File: src/rtl/tpu_pkg.sv
// Shared scheduler types: source/destination operand fields, slot record, map entry.
// Latency: n/a (types and pure helper function only).
// Backpressure: n/a.
package tpu_pkg;

  localparam int TPU_INST_W  = 22;
  localparam int TPU_PREG_W  = 6;
  localparam int TPU_ENTRIES = 4;
  localparam int TPU_IDX_W   = 2;

  // Source operand as carried from rename: vld=0 means the operand is unused.
  typedef struct packed {
    logic                  vld;
    logic                  rdy;
    logic [TPU_PREG_W-1:0] preg;
  } tpu_src_t;

  // Destination operand.
  typedef struct packed {
    logic                  vld;
    logic [TPU_PREG_W-1:0] preg;
  } tpu_dst_t;

  // Rename map entry as kept by the tpu_lin slices.
  typedef struct packed {
    logic                  rdy;
    logic [TPU_PREG_W-1:0] preg;
  } tpu_map_t;

  // Payload held per scheduler slot (valid bit is kept separately).
  typedef struct packed {
    logic [TPU_INST_W-1:0] inst;
    tpu_src_t              src1;
    tpu_src_t              src2;
    tpu_dst_t              dst;
  } tpu_slot_t;

  localparam int TPU_SLOT_W = $bits(tpu_slot_t);

  // An unused source never blocks issue.
  function automatic logic src_ready(tpu_src_t s);
    return !s.vld || s.rdy;
  endfunction

  // Apply a wakeup broadcast to one source field.
  function automatic tpu_src_t src_wake(tpu_src_t s, logic wv, logic [TPU_PREG_W-1:0] wp);
    tpu_src_t r;
    r = s;
    if (wv && s.vld && (s.preg == wp)) r.rdy = 1'b1;
    return r;
  endfunction

endpackage

File: src/rtl/tpu_age_sel.sv
// Rotating-priority picker: first set request at or after head_idx, wrapping.
// Latency: purely combinational.
// Backpressure: none; grant is recomputed every cycle from the request vector.
module tpu_age_sel #(
  parameter int ENTRIES  = 4,
  parameter int IDX_BITS = 2
) (
  input  logic [ENTRIES-1:0]  req,
  input  logic [IDX_BITS-1:0] head_idx,
  output logic [ENTRIES-1:0]  gnt_oh,
  output logic [IDX_BITS-1:0] gnt_idx,
  output logic                gnt_any
);

  logic [IDX_BITS-1:0] scan_idx;

  // Walk slots oldest-first starting from head; the first requester wins.
  always_comb begin
    gnt_oh   = '0;
    gnt_idx  = '0;
    gnt_any  = 1'b0;
    scan_idx = '0;
    for (int k = 0; k < ENTRIES; k++) begin
      scan_idx = head_idx + IDX_BITS'(k);
      if (!gnt_any && req[scan_idx]) begin
        gnt_any          = 1'b1;
        gnt_idx          = scan_idx;
        gnt_oh[scan_idx] = 1'b1;
      end
    end
  end

endmodule

File: src/rtl/tpu_issue_sched.sv
// Issue scheduler: circular buffer of renamed ops, wakeup snoop, oldest-ready single issue.
// Latency: alloc to issue 1 cycle when sources ready; wakeup to selectable 1 cycle.
// Backpressure: alloc_rdy drops when all slots between head and tail are in use; iss_vld holds until iss_ack.
module tpu_issue_sched
  import tpu_pkg::*;
#(
  parameter int INST_WIDTH = TPU_INST_W,
  parameter int PREG_BITS  = TPU_PREG_W,
  parameter int ENTRIES    = TPU_ENTRIES,
  parameter int IDX_BITS   = TPU_IDX_W
) (
  input  logic                  clk,
  input  logic                  rst_n,
  input  logic                  flush,
  input  logic                  alloc_vld,
  output logic                  alloc_rdy,
  input  logic [INST_WIDTH-1:0] alloc_inst,
  input  logic [PREG_BITS+1:0]  alloc_src1,
  input  logic [PREG_BITS+1:0]  alloc_src2,
  input  logic [PREG_BITS:0]    alloc_dst,
  input  logic                  wk_vld,
  input  logic [PREG_BITS-1:0]  wk_preg,
  output logic                  iss_vld,
  input  logic                  iss_ack,
  output logic [INST_WIDTH-1:0] iss_inst,
  output logic [IDX_BITS-1:0]   iss_idx,
  output logic [PREG_BITS:0]    iss_dst,
  output logic [IDX_BITS:0]     occ
);

  localparam logic [IDX_BITS:0] PTR_ONE = (IDX_BITS+1)'(1);
  localparam logic [IDX_BITS:0] PTR_CAP = (IDX_BITS+1)'(ENTRIES);

  // Pointers carry a wrap bit so full and empty are distinguishable.
  logic [IDX_BITS:0]   head_q, tail_q, occ_w;
  logic [IDX_BITS-1:0] head_idx, tail_idx;
  logic [ENTRIES-1:0]  slot_vld_q;
  tpu_slot_t           slot_q [ENTRIES];

  logic [ENTRIES-1:0]  req, gnt_oh, clr_mask, set_mask;
  logic [IDX_BITS-1:0] gnt_idx;
  logic                gnt_any;
  logic                alloc_fire, iss_fire, head_step;
  tpu_slot_t           new_slot;

  assign head_idx   = head_q[IDX_BITS-1:0];
  assign tail_idx   = tail_q[IDX_BITS-1:0];
  assign occ_w      = tail_q - head_q;
  assign occ        = occ_w;
  assign alloc_rdy  = occ_w < PTR_CAP;
  assign alloc_fire = alloc_vld && alloc_rdy;
  assign iss_fire   = gnt_any && iss_ack;
  // Head only advances over a slot that has already issued.
  assign head_step  = !slot_vld_q[head_idx] && (head_q != tail_q);

  // Incoming op with same-cycle wakeup bypassed into its source ready bits.
  always_comb begin
    new_slot      = '0;
    new_slot.inst = alloc_inst;
    new_slot.src1 = src_wake(tpu_src_t'(alloc_src1), wk_vld, wk_preg);
    new_slot.src2 = src_wake(tpu_src_t'(alloc_src2), wk_vld, wk_preg);
    new_slot.dst  = tpu_dst_t'(alloc_dst);
  end

  // Issue candidates: valid slots with both sources ready.
  always_comb begin
    req = '0;
    for (int i = 0; i < ENTRIES; i++) begin
      req[i] = slot_vld_q[i] && src_ready(slot_q[i].src1) && src_ready(slot_q[i].src2);
    end
  end

  tpu_age_sel #(
    .ENTRIES  (ENTRIES),
    .IDX_BITS (IDX_BITS)
  ) u_age_sel (
    .req      (req),
    .head_idx (head_idx),
    .gnt_oh   (gnt_oh),
    .gnt_idx  (gnt_idx),
    .gnt_any  (gnt_any)
  );

  // Valid-bit updates for this cycle's issue and allocation.
  always_comb begin
    clr_mask = iss_fire ? gnt_oh : '0;
    set_mask = '0;
    if (alloc_fire) set_mask[tail_idx] = 1'b1;
  end

  assign iss_vld  = gnt_any;
  assign iss_idx  = gnt_any ? gnt_idx : '0;
  assign iss_inst = gnt_any ? slot_q[gnt_idx].inst : '0;
  assign iss_dst  = gnt_any ? slot_q[gnt_idx].dst : '0;

  // Slot storage, wakeup snoop and pointer maintenance; flush wins over everything else.
  always_ff @(posedge clk or negedge rst_n) begin
    if (!rst_n) begin
      head_q     <= '0;
      tail_q     <= '0;
      slot_vld_q <= '0;
      for (int i = 0; i < ENTRIES; i++) slot_q[i] <= '0;
    end else if (flush) begin
      head_q     <= '0;
      tail_q     <= '0;
      slot_vld_q <= '0;
    end else begin
      for (int i = 0; i < ENTRIES; i++) begin
        if (slot_vld_q[i]) begin
          slot_q[i].src1 <= src_wake(slot_q[i].src1, wk_vld, wk_preg);
          slot_q[i].src2 <= src_wake(slot_q[i].src2, wk_vld, wk_preg);
        end
      end
      // The tail slot is never valid while alloc_rdy is high, so this never collides with the snoop above.
      if (alloc_fire) begin
        slot_q[tail_idx] <= new_slot;
        tail_q           <= tail_q + PTR_ONE;
      end
      slot_vld_q <= (slot_vld_q & ~clr_mask) | set_mask;
      if (head_step) head_q <= head_q + PTR_ONE;
    end
  end

endmodule

File: config.mk
export PLATFORM = sky130hd
export DESIGN_NAME = tpu_issue_sched
export DESIGN_NICKNAME = d
export VERILOG_FILES = /design/src/rtl/tpu_pkg.sv /design/src/rtl/tpu_age_sel.sv /design/src/rtl/tpu_issue_sched.sv
export SDC_FILE = /design/constraint.sdc
export NUM_CORES = 1
export LEC_CHECK = 0
export ABC_AREA = 1
export CAP_MARGIN = 10
export CORE_ASPECT_RATIO = 0.75
export CORE_UTILIZATION = 50
export CTS_CLUSTER_SIZE = 28
export DETAILED_ROUTE_END_ITERATION = 6
export GPL_TIMING_DRIVEN = 0
export PLACE_DENSITY = 0.68
export SLEW_MARGIN = 25
export SYNTH_ARGS = -nofsm -noshare
export SYNTH_HDL_FRONTEND = slang
export SYNTH_SLANG_ARGS = --single-unit
File: constraint.sdc
create_clock -name clk -period 6.3 [get_ports clk]
set_input_delay 1.89 -clock clk [delete_from_list [all_inputs] [get_ports clk]]
set_output_delay 1.89 -clock clk [all_outputs]
set_load 0.02 [all_outputs]
==> flow_summary_export.csv <==
group,metric,value,unit
routing,viasPerCell,5.60,
grt,grtUsageMet3,0.0679,
setup_path,crit_required,4.41,ns
final_layout,finalInstanceArea,11700,sq um
setup_path,max_stage_delay,0.66,ns
die,start_util,0.511,
timing,setup_viol,0,
clocking,root_buffer,"clkbuf_16",
place,hpwl,21.0,mm
worst_hold_path,hp-class,"reg -> reg",
setup_path,start_kind,"flip-flop",
clocking,cts_buffers,17,
worst_hold_path,min_to,"slot_q[98]",
timing,finClkSkew,0.00939,ns
grt,grtUsageMet2,0.439,
grt,use_met1,0.475,
final_layout,diodes,0,
flow_run,max-cap-violations,0,
grt,busiest_layer,"met1",
yosys,ys_types,42,
routing,wire_per_inst,18.2,microns
timing,layout_setup_ws,0.304,ns
clocking,h-tree-depth,4,
final_layout,postLayoutCoreUtil,0.604,
yosys,synth_cells,1281,
grt,antenna_found_initial,0,
power_and_ir_drop,p_per_area,673,nW/um^2
yosys,yosysWarnings,0,
timing,period_share,0.952,
clocking,clockBufferDepth,2,
power_and_ir_drop,vdd_drop_max,519,uV
setup_path,path_cells,"inv_1 -> ha_1 -> inv_1 -> nand3_1 -> nand2_1 -> nand4_2 -> nand3_1 -> nand2_1 -> clkbuf_1 -> nand2_1 -> nand3_1 -> a21oi_1 -> clkdlybuf4s50_1",
status,status,"finished clean",
die,die_x,165,microns
grt,grt_overflow_total,0,
setup_path,critPathCaptureType,"output pin",
routing,ant_nets,0,
place,place_congestion,0.902,
setup_path,critPathKind,"reg -> out",
yosys,synth_edf_count,0,
grt,grt_pass1_wl,47.5,mm
die,dieArea,20400,sq um
timing,slew-limit-headroom,0.513,
place,placed_cell_area,11200,sq um
power_and_ir_drop,leakagePower,5.45,nW
timing,min_period,6.00,ns
yosys,synth-main-ff-cell,"dfrtp_1",
clocking,post_cts_resized,0,
timing,tightestPinTransition,0.731,ns
die,io_pins,93,
timing,fin_setup_tns,0,ns
yosys,synth_nets,1352,
routing,wirelength,30.1,mm
timing,finalHoldViolations,0,
setup_path,r2r_start,"head_q[0]",
die,die_height,124,microns
die,row_count,44,
worst_hold_path,min_from,"slot_q[98]",
place,pre_cts_slack,0.826,ns
yosys,syn_area,9930,sq um
timing,fmax,0.167,GHz
grt,grt_pass1_vias,8675,
die,coreArea,19400,sq um
setup_path,r2r-end,"slot_q[157]",
final_layout,area_delta_synth_final,18.1,%
routing,first_pass_iters,6,
setup_path,path_max_fanout,11,
yosys,ys_seq_area_frac,0.479,
grt,grt_use_total,0.310,
routing,vias,9262,
final_layout,drive_gt1_frac,0.0564,
routing,drcViolationCount,0,
yosys,avgSynthCellArea,7.76,sq um
yosys,async_flop_share,1.00,
place,io_buffers,85,
clocking,cts.clk_slew.worst_paths,0.08,ns
setup_path,crit_slowest_cell,"clkdlybuf4s50_1",
grt,grt_max_degree,93,
setup_path,r2r_slack,3.08,ns
clocking,cts_tree,"yes",
clocking,clock-sinks,190,
timing,slew_violations,0,
setup_path,arrival,4.11,ns
routing,drt_iter0_markers,1053,
setup_path,reg2reg_depth,10,
timing,rsz0062_at_grt,"false",
clocking,cts_setup_buffers,0,
final_layout,fin_nets,1458,
yosys,ys_seq_elements,190,
worst_hold_path,holdPathStages,2,
clocking,insertion_delay,0.44,ns
clocking,cts_hold_buffers,0,
## kinds of logic after synthesis
group,Yosys count,synth area share
AOI/OAI and AO/OA,272,0.145
xor gates and xnor gates,32,0.0290
adders and majority gates,14,0.0184
buffers and inverters,267,0.106
DFF,190,0.479
and+or+nand+nor,506,0.223
## cell type report
cell class / count / area, sq um
Tap cell: 253 / 317
Multi-Input combinational cell: 824 / 4120
Clock inverter: 13 / 129
Sequential cell: 190 / 4750
Inverter: 195 / 732
Timing Repair Buffer: 87 / 911
Fill cell: 1743 / 7700
Clock buffer: 19 / 443
Buffer: 72 / 324
## worst max-delay path by stage
stage,start,end,slack (ns),depth (start not counted)
after floorplan,head_q[0],iss_dst[0],1.88,13
after global placement,rst_n,slot_q[87],-4.92,1
after detailed placement,head_q[1],iss_inst[1],0.83,13
after CTS,head_q[1],iss_inst[1],0.34,13
after global routing,head_q[1],iss_inst[3],0.06,13
final,head_q[1],iss_inst[3],0.30,13
## report_power, final
group / internal, mW / switching [mW]
combinational: 1.82 / 3.02
clock: 0.534 / 0.534
sequential: 1.75 / 0.238
## through the flow
step                      std cells  hold WS, ns  power, mW
after detailed placement       1621        0.493       6.76
after CTS                      1653        0.512       7.85
after global routing           1653        0.533       8.45
final                          1653        0.514       7.90
after global placement         1619        0.486       6.70
after floorplan                1281        0.464       4.90
## worst max-delay path: cells and delay by family, from the launching register on
family	cells	cell delay, ns
buffers and inverters	4	1.45
AND/OR/NAND/NOR	7	0.94
flip-flops	1	0.61
adder cells (fa/ha/maj)	1	0.44
AO/OA/AOI/OAI	1	0.25
## per-layer routing
metal	part of all wire	up-vias	wire length [microns]
li1	-	4364	-
met1	0.47	4446	14200
met2	0.42	409	12800
met3	0.087	43	2620
met4	0.017	0	510
met5	0	-	0
## sequential cells by signal, summed over array words and instances (netlist names)
| register | count |
|---|---|
| tail_q | 3 |
| slot_vld_q | 4 |
| head_q | 3 |
| slot_q | 180 |
## cell usage in the layout (no fill, tap or decap), types with 16 or more instances in the layout
cell type,instances
nand4_1,46
clkbuf_1,50
nor2_1,27
dfrtp_1,190
inv_1,185
xor2_1,18
a21oi_1,49
nand3_1,109
buf_2,16
clkbuf_16,17
clkdlybuf4s50_1,84
o21ai_0,188
nand2_1,305
## cell usage after synthesis (13+ instances only)
master | number | area, sq um
nand2_1 | 305 | 1140
dfrtp_1 | 190 | 4750
o21ai_0 | 188 | 941
inv_1 | 185 | 694
nand3_1 | 109 | 546
a21oi_1 | 49 | 245
clkbuf_1 | 49 | 184
nand4_1 | 46 | 288
nor2_1 | 27 | 101
xor2_1 | 18 | 158
buf_2 | 16 | 80.1
ha_1 | 13 | 163
xnor2_1 | 13 | 114
(Power assumes the default switching activity.)
